`src/rtl/m68k_pkg.sv`:
```
// Shared 68000 bus definitions: decoded register addresses and the byte type
// passed between the UART, its receive FIFO and the bus glue.
package m68k_pkg;

    localparam logic [22:0] ADDR_RX_DATA   = 23'h03c000;
    localparam logic [22:0] ADDR_TX_DATA   = 23'h03d000;
    localparam logic [22:0] ADDR_RXF_STAT  = 23'h03e000;
    localparam logic [22:0] ADDR_TXE_STAT  = 23'h03e800;

    typedef logic [7:0] byte_t;

    function automatic logic is_rx_data(input logic [22:0] addr);
        return addr == ADDR_RX_DATA;
    endfunction

    function automatic logic is_rxf_stat(input logic [22:0] addr);
        return addr == ADDR_RXF_STAT;
    endfunction

endpackage

```
`src/rtl/uart_rx_fifo_mem.sv`:
```
// DEPTH x 8 storage with one write port and an asynchronous read port, kept
// separate so it can later be mapped onto iCE40 LUT-RAM or BRAM.
module fifo_mem
    import m68k_pkg::*;
#(
    parameter int DEPTH = 16,
    parameter int AW    = $clog2(DEPTH)
) (
    input  logic          clk,
    input  logic          we,
    input  logic [AW-1:0] waddr,
    input  byte_t         wdata,
    input  logic [AW-1:0] raddr,
    output byte_t         rdata
);

    byte_t mem_q [DEPTH];

    // Contents are deliberately left unreset so the array stays RAM-mappable.
    always_ff @(posedge clk) begin
        if (we) begin
            mem_q[waddr] <= wdata;
        end
    end

    assign rdata = mem_q[raddr];

endmodule

```
`src/rtl/uart_rx_fifo.sv`:
```
// Receive FIFO between UART_RX and the 68000 bus glue: show-ahead registered
// read data, one pop per bus read cycle, sticky overflow/underflow flags.
module uart_rx_fifo
    import m68k_pkg::*;
#(
    parameter  int DEPTH = 16,
    localparam int AW    = $clog2(DEPTH)
) (
    input  logic          clk12,
    input  logic          RSTn,
    input  logic          rx_dv,
    input  byte_t         rx_byte,
    input  logic          rd_strobe,
    input  logic          clr_ovf,
    output byte_t         rd_data,
    output logic          rxf_n,
    output logic [AW:0]   level,
    output logic          ovf,
    output logic          unf
);

    // Handshake: rx_dv is a single-cycle strobe with no back-pressure (a byte
    // offered while full is lost and flagged); rd_strobe is a level held for
    // the whole bus read, and only its first cycle consumes an entry.

    localparam logic [AW:0] LVL_FULL = (AW+1)'(DEPTH);

    logic [AW-1:0] rd_ptr_q, rd_ptr_d;
    logic [AW-1:0] wr_ptr_q, wr_ptr_d;
    logic [AW:0]   level_q, level_d;
    logic          rxf_n_q, rxf_n_d;
    byte_t         rd_data_q, rd_data_d;
    logic          ovf_q, ovf_d;
    logic          unf_q, unf_d;
    logic          stb_hist_q, stb_hist_d;
    logic          armed_q, armed_d;

    logic          pop_evt;
    logic          empty;
    logic          full;
    logic          do_pop;
    logic          do_push;
    byte_t         head_data;

    fifo_mem #(
        .DEPTH (DEPTH),
        .AW    (AW)
    ) u_mem (
        .clk   (clk12),
        .we    (do_push),
        .waddr (wr_ptr_q),
        .wdata (rx_byte),
        .raddr (rd_ptr_q),
        .rdata (head_data)
    );

    always_comb begin
        // armed_q blocks a pop until the strobe has been seen low once after
        // reset, so a bus read still in progress at release is not consumed.
        pop_evt    = rd_strobe & ~stb_hist_q & armed_q;
        empty      = (level_q == '0);
        full       = (level_q == LVL_FULL);
        do_pop     = pop_evt & ~empty;
        do_push    = rx_dv & (~full | pop_evt);

        stb_hist_d = rd_strobe;
        armed_d    = armed_q | ~rd_strobe;

        rd_ptr_d   = do_pop  ? rd_ptr_q + AW'(1) : rd_ptr_q;
        wr_ptr_d   = do_push ? wr_ptr_q + AW'(1) : wr_ptr_q;

        level_d = level_q;
        unique case ({do_push, do_pop})
            2'b10:   level_d = level_q + (AW+1)'(1);
            2'b01:   level_d = level_q - (AW+1)'(1);
            default: level_d = level_q;
        endcase
        rxf_n_d = (level_d == '0);

        // Frozen for the whole strobe; otherwise track the head, forwarding a
        // byte written into an empty FIFO so it shows up with the level change.
        rd_data_d = rd_data_q;
        if (!rd_strobe) begin
            if (!empty) begin
                rd_data_d = head_data;
            end else if (rx_dv) begin
                rd_data_d = rx_byte;
            end else begin
                rd_data_d = 8'h00;
            end
        end

        // A set event in the same cycle as clr_ovf wins.
        ovf_d = ovf_q;
        if (rx_dv && full && !pop_evt) begin
            ovf_d = 1'b1;
        end else if (clr_ovf) begin
            ovf_d = 1'b0;
        end

        unf_d = unf_q;
        if (pop_evt && empty) begin
            unf_d = 1'b1;
        end else if (clr_ovf) begin
            unf_d = 1'b0;
        end
    end

    always_ff @(posedge clk12 or negedge RSTn) begin
        if (!RSTn) begin
            rd_ptr_q   <= '0;
            wr_ptr_q   <= '0;
            level_q    <= '0;
            rxf_n_q    <= 1'b1;
            rd_data_q  <= 8'h00;
            ovf_q      <= 1'b0;
            unf_q      <= 1'b0;
            stb_hist_q <= 1'b0;
            armed_q    <= 1'b0;
        end else begin
            rd_ptr_q   <= rd_ptr_d;
            wr_ptr_q   <= wr_ptr_d;
            level_q    <= level_d;
            rxf_n_q    <= rxf_n_d;
            rd_data_q  <= rd_data_d;
            ovf_q      <= ovf_d;
            unf_q      <= unf_d;
            stb_hist_q <= stb_hist_d;
            armed_q    <= armed_d;
        end
    end

    assign rd_data = rd_data_q;
    assign rxf_n   = rxf_n_q;
    assign level   = level_q;
    assign ovf     = ovf_q;
    assign unf     = unf_q;

endmodule

```
`config.mk`:
```
export PLATFORM = sky130hd
export DESIGN_NAME = uart_rx_fifo
export DESIGN_NICKNAME = d
export VERILOG_FILES = /design/src/rtl/m68k_pkg.sv /design/src/rtl/uart_rx_fifo_mem.sv /design/src/rtl/uart_rx_fifo.sv
export SDC_FILE = /design/constraint.sdc
export NUM_CORES = 1
export LEC_CHECK = 0
export CAP_MARGIN = 20
export CORE_MARGIN = 1
export CORE_UTILIZATION = 55
export CTS_BUF_LIST = sky130_fd_sc_hd__clkbuf_8
export DETAILED_ROUTE_END_ITERATION = 8
export DONT_BUFFER_PORTS = 1
export PLACE_DENSITY = 0.7
export SLEW_MARGIN = 20
export SYNTH_ARGS = -nofsm -noshare
export SYNTH_HDL_FRONTEND = slang
export SYNTH_SLANG_ARGS = --single-unit
```
`constraint.sdc`:
```
create_clock -name clk12 -period 5.5 [get_ports clk12]
set_input_delay 1.65 -clock clk12 [delete_from_list [all_inputs] [get_ports clk12]]
set_output_delay 1.65 -clock clk12 [all_outputs]
set_load 0.02 [all_outputs]
```
==> flow_summary.toml, run 1 <==
[yosys]
number_of_enable_flip_flop_cells_after_synthesis = 128
synth_async_sr_flop_share_pct = 16.9
synthesis.area_per_instance_um2 = 17.7
netlist_area_um2 = 6280
synth-seq-cells = 154
mappedNetlistNets = 376
postSynthCellCount = 356
synthDistinctLibCells = 42
ys_seq_area_share_pct = 71.5
synth_ff_type = "edfxtp_1"
yosys_warnings = 0

[power]
internal_power_mw = 2.27
power_switching_mw = 1.12
p_leak_nw = 2.21
peakVddDrop_v = 0.000568
clockPowerShare_pct = 23.4
fraction_of_power_consumed_by_combinational_cells_pct = 27.4
sequential_fraction_of_design_power_pct = 49.1
power_switching_share_pct = 33.0
post-layout-total-power_mw = 3.39
power-per-cell-area_nw_per_um2 = 501

[critical_path]
timing.setup.critical_path_class = "in -> reg"
critical_path_arrival_ps = 3590
endpoint_kind = "flip-flop"
required_ps = 5570
worstSetupStartpointType = "input pin"
worstPathMaxFanout = 20

[floorplan]
num_rows = 38
floorplan.die.width_um = 109
fp.dieH_um = 109
design.core.area_um2 = 11000
initial_utilization_pct = 57.2
io_pins = 29
fp.dieArea_um2 = 11900

[global_routing]
globalRouteOverflowTotal = 0
grt_util_all_layers_pct = 22.8
first_pass_grt_wire_length_mm = 18.3
grt_antenna_before_repair = 0
grt_max_degree = 36
grt_pass1_vias = 3177

[clocking]
post_cts.repair.setup_buffers = 0
root_buffer = "clkbuf_8"
tritoncts_num_sinks = 154
htreeDepth = 4
cts_made_buffers = 17
post_cts_hold_buffer_count = 0
post_cts.resized_instances = 0
tritoncts_clock_tree = "built"
cts.path.max_buffers = 2
worst_skew_pair.late_latency_ps = 450
clk_pin_slew_worst_paths_ps = 80

[cells_and_area]
stdcell_count = 507
final_layout_size_suffix_gt1_share_pct = 20.4
diodes = 0
finish.net_count = 374
layout.cells.most_common_list = "128 x edfxtp_1, 32 x mux4_2, 24 x dfrtp_1"
area.growth.synth_to_final_pct = 7.53
final.fill_count = 783
final_common_cell = "edfxtp_1"

[timing]
max-slew-margin-rel_pct = 30.2
final.setup.tns_ps = 0
slew_viol_final = 0
clock_skew_ps = 9.20
hold_violations = 0
timing.fmax_ghz = 0.284
final_period_minus_worst_setup_slack_ps = 3520
fin_crit_sh_pct = 63.9
grt_setup_unrepaired = "no"
tightestPinTransition_ps = 1040
finalSetupViolCount = 0

[drt]
drt_drc_violations_left = 0
initialDrtViolationCount = 331
wire_per_inst_um = 23.8
drt-total-wl_mm = 12.1
detail_route.first_pass.iterations = 5
vias = 3201
antenna_violating_nets_post_route = 0
viasPerCell = 6.31

[placement]
place.gp.congestion = 0.840
placement.io_buffers = 0
dp_hpwl_mm = 7.63
placedCellCount = 475

[hold_path]
worstHoldPathType = "reg -> reg"

[run]
maxCapViolCount = 0

[outcome]
run_status = "complete, no violations"
==> state kept, by name, summed over array words and instances (netlist names) <==
register	flops
wr_ptr_q	4
rd_ptr_q	4
rxf_n	1
u_mem.mem_q	128
unf	1
stb_hist_q	1
ovf	1
level	5
rd_data	8
armed_q	1
==> critical path: stages <==
cell      delay, ps
nand3b_1        130
a31oi_1         670
nand2_1         340
nor2_1          790
==> path summary, 6_finish.rpt <==
path	start	end	slack (ps)	cells past startpoint
worst max-delay path	rd_strobe	u_mem.mem_q[7][6]	1980	4
worst min-delay path	armed_q	armed_q	500	1
worst max register to register	level[1]	rxf_n	2080	8
worst min register to register	armed_q	armed_q	500	1
max in group asynchronous	RSTn	rxf_n	4440	0
min in group asynchronous	RSTn	rd_ptr_q[3]	890	0
==> power groups by stage <==
stage | sequential, mW | combinational (mW) | clock, mW
2_1_floorplan | 1.59 | 0.796 | 0
3_3_place_gp | 1.68 | 0.916 | 0
3_5_place_dp | 1.68 | 0.929 | 0
4_1_cts | 1.66 | 0.933 | 0.810
5_1_grt | 1.69 | 1.01 | 0.854
6_report | 1.66 | 0.929 | 0.794
==> Yosys cell counts (all sizes together) (7+ instances only) <==
cell type  count  area, um2
mux4          32        721
nand2         11       41.3
edfxtp       128       3840
dfrtp         25        626
nor2          17       66.3
buf           10       52.6
clkbuf        13       50.0
xnor2          8       70.1
inv           13       48.8
a311oi         8       70.1
ha             7       87.6
nor3           7       35.0
a22oi         14        105
a21oi         16       80.1
==> stage by stage <==
step / hold WS, ps / setup slack, ps / area [um2] / util (%)
3_5_place_dp: 478 / 1340 / 6370 / 58.0
6_report: 501 / 1980 / 6760 / 61.5
4_1_cts: 498 / 1830 / 6740 / 61.4
2_1_floorplan: 449 / 1650 / 6280 / -
3_3_place_gp: 474 / 1440 / 6370 / 58.0
5_1_grt: 544 / 1820 / 6760 / 61.5
==> cell type report <==
class	instances	area, um2	share of cell area (%)
Multi-Input combinational cell	166	1650	24.5
Sequential cell	154	4500	66.5
Tap cell	140	175	2.59
Timing Repair Buffer	2	15.0	0.222
Clock inverter	15	135	2.00
Clock buffer	17	234	3.46
Inverter	13	48.8	0.722
==> kinds of logic (layout without fill, tap and decap cells) <==
| kind of cell | count (synthesis) | after routing | share of synthesized area, % |
|---|---|---|---|
| compound gates | 53 | 53 | 5.79 |
| xor+xnor | 10 | 10 | 1.39 |
| fa+ha+maj | 7 | 7 | 1.39 |
| buf+inv | 36 | 47 | 2.41 |
| flops | 154 | 154 | 71.5 |
| mux | 39 | 39 | 12.7 |
| simple gates | 57 | 57 | 4.82 |
==> routing by layer <==
metal	wire (um)	GRT usage (%)	up-vias	share of wire, %
li1	-	-	1399	-
met1	5070	31.6	1636	42
met2	5840	34.1	141	48
met3	798	5.68	25	6.6
met4	354	10.8	0	2.9
met5	0	0	-	0
No activity file was read; power rests on OpenSTA's default activity.
==> inputs of run 2 (changes only) <==
- PLACE_DENSITY: 0.7 -> 0.73
- clock period: 5.5 -> 3 ns (I/O delays scaled with it)
==> run 2 against run 1 <==
- design area grew 3.3%
- sequential power up 78%
- setup slack got worse by 1700 ps
- hold slack got worse by 370 ps
- critical endpoint is now rxf_n
- highest routed layer unchanged
==> flow_summary.toml, run 2 (synthesis results as in run 1) <==
[outcome]
run_status = "complete, no violations"

[global_routing]
globalRouteOverflowTotal = 0
grt_max_degree = 36
first_pass_grt_wire_length_mm = 18.3
grt_util_all_layers_pct = 22.6
grt_pass1_vias = 3397
grt_antenna_before_repair = 0

[critical_path]
reg2reg_slack_ps = 280
startpoint = "level[0]"
setup.worst_path.end = "rxf_n"
timing.rr.end = "rxf_n"
critical_path_arrival_ps = 3090
cpMaxStageDelayCell = "nor4_1"
endpoint_kind = "flip-flop"
path_depth = 10
reg2reg_depth = 10
cp_cell_sequence = "buf_4, nor4_1, a31oi_2, inv_1, ha_1, nand2b_1, mux2_2, a311oi_1, a311o_1, nor4b_2"
worstReg2RegStart = "level[0]"
worstPathMaxFanout = 8
worstSetupStartpointType = "flip-flop"
timing.setup.critical_path_class = "reg -> reg"
required_ps = 3370
timing.critical_path.slowest_cell_delay_ps = 540
critPathBufInv = 2
critical-path-top-delay-family = "simple AND/OR/NAND/NOR gates"

[floorplan]
num_rows = 38
io_pins = 29
design.core.area_um2 = 11000
fp.dieH_um = 109
floorplan.die.width_um = 109
initial_utilization_pct = 57.2
fp.dieArea_um2 = 11900

[clocking]
cts_made_buffers = 17
htreeDepth = 4
post_cts.resized_instances = 0
tritoncts_clock_tree = "built"
cts.path.max_buffers = 2
root_buffer = "clkbuf_8"
worst_skew_pair.late_latency_ps = 460
tritoncts_num_sinks = 154
post_cts.repair.setup_buffers = 0
clk_pin_slew_worst_paths_ps = 80
post_cts_hold_buffer_count = 0

[drt]
drt_drc_violations_left = 0
drt-total-wl_mm = 12.0
antenna_violating_nets_post_route = 0
wire_per_inst_um = 22.3
vias = 3287
viasPerCell = 6.13
detail_route.first_pass.iterations = 4
initialDrtViolationCount = 292

[timing]
hold_violations = 0
clock_skew_ps = 13.5
final_period_minus_worst_setup_slack_ps = 2720
max-slew-margin-rel_pct = 57.3
final.setup.tns_ps = 0
tightestPinTransition_ps = 640
fin_crit_sh_pct = 90.6
timing.fmax_ghz = 0.368
grt_setup_unrepaired = "no"
slew_viol_final = 0
finalSetupViolCount = 0

[power]
post-layout-total-power_mw = 6.31
peakVddDrop_v = 0.000722
power-per-cell-area_nw_per_um2 = 904
p_leak_nw = 2.37

[cells_and_area]
final_layout_size_suffix_gt1_share_pct = 25.8
final-seq-area_um2 = 4500
area.growth.synth_to_final_pct = 11.1
diodes = 0
largest_register_ffs = 128
multi_input_logic_area_um2 = 1640
final.fill_count = 767
final_common_cell = "edfxtp_1"
layout.cells.most_common_list = "128 x edfxtp_1, 32 x mux4_2, 30 x buf_4"
finish.net_count = 403
register_with_the_most_flip_flops = "u_mem.mem_q"

[hold_path]
worstHoldPathType = "in -> async"

[placement]
place.gp.congestion = 0.786
dp_hpwl_mm = 7.88
placement.io_buffers = 0

[run]
maxCapViolCount = 0
run 2: layer usage:
layer	track usage (%)	part of all wire, %	wire length [um]	vias to the layer above
li1	-	-	-	1457
met1	28.6	42	4990	1686
met2	36.2	49	5900	121
met3	7.17	6.8	813	23
met4	9.56	2.1	247	0
met5	0	0	0	-
run 2: final cells by class:
type / count / area share, %
Clock inverter: 15 / 1.95
Multi-Input combinational cell: 166 / 23.6
Inverter: 13 / 0.699
Tap cell: 140 / 2.51
Sequential cell: 154 / 64.4
Clock buffer: 17 / 3.35
Timing Repair Buffer: 31 / 3.51
run 2: metrics by stage:
| step | std cells | utilization [%] | instance area, um2 | hold WS [ps] | worst slack, ps |
|---|---|---|---|---|---|
| after floorplan | 356 | - | 6290 | 449 | 54.8 |
| after CTS | 536 | 63.6 | 6980 | 94.2 | 264 |
| after global routing | 536 | 63.6 | 6980 | 91.1 | 126 |
| after global placement | 504 | 60.2 | 6610 | 481 | 309 |
| after detailed placement | 504 | 60.2 | 6610 | 486 | 229 |
| final | 536 | 63.6 | 6980 | 126 | 283 |
run 2: worst min path at each step:
stage	from	endpoint	depth (start not counted)
final	RSTn	wr_ptr_q[2]	0
after global routing	RSTn	wr_ptr_q[2]	0
after CTS	RSTn	wr_ptr_q[2]	0
after detailed placement	armed_q	armed_q	1
after global placement	armed_q	armed_q	1
after floorplan	armed_q	armed_q	1
run 2: power breakdown:
group	internal [mW]	switching (mW)
Clock	0.720	0.732
Sequential	2.65	0.305
Combinational	0.899	1.01
==> RTL change, RTL diff (settings of run 1) <==
`DEPTH` is set to 16 in 2 places; all go to 32.
--- a/src/rtl/uart_rx_fifo_mem.sv
+++ b/src/rtl/uart_rx_fifo_mem.sv
@@ -3,7 +3,7 @@
 module fifo_mem
     import m68k_pkg::*;
 #(
-    parameter int DEPTH = 16,
+    parameter int DEPTH = 32,
     parameter int AW    = $clog2(DEPTH)
 ) (
     input  logic          clk,
--- a/src/rtl/uart_rx_fifo.sv
+++ b/src/rtl/uart_rx_fifo.sv
@@ -3,7 +3,7 @@
 module uart_rx_fifo
     import m68k_pkg::*;
 #(
-    parameter  int DEPTH = 16,
+    parameter  int DEPTH = 32,
     localparam int AW    = $clog2(DEPTH)
 ) (
     input  logic          clk12,
Interface: changed (resized level); port bits go from 29 to 30. The function was not compared with the original's and may differ.
==> RTL change against run 1 <==
- sequential cell count grew 131
- register-to-register slack better by 0.25 ns
- area after synthesis rose by 82%
- sequential share of layout area increased by 1.3 points
- largest power group unchanged
- routed wire length grew 85%
- cell area grew 84%
- total power up 78%
- final cell count up 79%
- largest cell class unchanged
- worst setup slack improved by 0.073 ns
==> RTL change: results <==
export IMPL_p_comb_mw=1.45
export IMPL_arrival_ns=3.89
export IMPL_ant_nets=0
export IMPL_r2r_start="level[2]"
export IMPL_skew_ns=0.0223
export IMPL_clockBufferDepth=3
export IMPL_crit_fanout=15
export IMPL_cp_slowest_cell="a21oi_1"
export IMPL_dr_wl_met3_um=1420
export IMPL_synth_edff_count=256
export IMPL_outcome="finished clean"
export IMPL_drive_gt1_share_pct=20.2
export IMPL_hold_depth=1
export IMPL_ys_top_cells_by_count="edfxtp_1 (256), mux4_2 (64), nor2_1 (40)"
export IMPL_nets=628
export IMPL_drtIter0Drc=455
export IMPL_ys_types=44
export IMPL_hpwl_um=13300
export IMPL_p_seq_mw=3.04
export IMPL_wl_um=22300
export IMPL_place_inst=832
export IMPL_p_sw_share_pct=32.0
export IMPL_grt_pass1_vias=5803
export IMPL_nFillCells=1424
export IMPL_syn_avg_cell_area_sq_um=19.4
export IMPL_ctsHtreeMaxLevel=2
export IMPL_grt_util_met3_pct=5.13
export IMPL_vias_per_cell=6.07
export IMPL_dp_worst_setup_slack_ns=1.51
export IMPL_grt_max_degree=49
export IMPL_gr_usage_met1_pct=31.6
export IMPL_wl_met2_um=10400
export IMPL_antenna_found_initial=0
export IMPL_fin_util_pct=61.1
export IMPL_cts_resized_gates=0
export IMPL_ir_worst_vdd_uv=219
export IMPL_min_to="armed_q"
export IMPL_cts_buffers=44
export IMPL_root_buffer="clkbuf_8"
export IMPL_leakagePower_nw=4.09
export IMPL_insertion_delay_ns=0.54
export IMPL_synthTopCellsByArea="edfxtp_1 (67%), mux4_2 (13%), dfrtp_1 (6.1%)"
export IMPL_placed_area_sq_mm=0.0117
export IMPL_max_stage_delay_ns=0.37
export IMPL_grt_usage_pct=22.0
export IMPL_wl_met1_um=9860
export IMPL_grt_pass1_wl_um=34600
export IMPL_r2r_slack_ns=2.33
export IMPL_reg2reg_depth=10
export IMPL_synth_seq_area_share_pct=73.7
export IMPL_wl_per_cell_um=24.5
export IMPL_largest_reg_flops=256
export IMPL_syn_num_nets=610
export IMPL_place_congestion=0.841
export IMPL_async_flop_share_pct=10.2
export IMPL_gr_usage_met2_pct=33.6
export IMPL_p_seq_share_pct=50.5
export IMPL_holdWs_ns=0.517
RTL change: changes by cell type in the layout (fill, tap and decap cells not counted), sizes merged, moves of 4 or more:
cell,delta
mux2i,+32
nand2,+8
clkinv,+4
o21ai,+8
a22oi,+10
clkbuf,+28
a311oi,-7
inv,+13
xnor2,+5
mux4,+32
clkinvlp,-4
a21oi,-11
edfxtp,+128
nor2,+23
RTL change: cell families after synthesis:
family | after synthesis | synth area share, %
fa+ha+maj | 7 | 0.767
simple gates | 94 | 4.10
xor+xnor | 16 | 1.23
compound gates | 50 | 3.05
mux | 101 | 15.9
flops | 285 | 73.7
buf+inv | 37 | 1.30
RTL change: layout make-up:
class / count / area [sq um] / area share [%]
flip-flops and latches: 285 / 8420 / 67.8
multi-input cells: 268 / 2860 / 23.0
clock buffers: 45 / 619 / 4.99
well taps: 270 / 338 / 2.72
clock inverters: 32 / 135 / 1.09
inverters: 7 / 26.3 / 0.212
repair buffers: 2 / 15.0 / 0.121
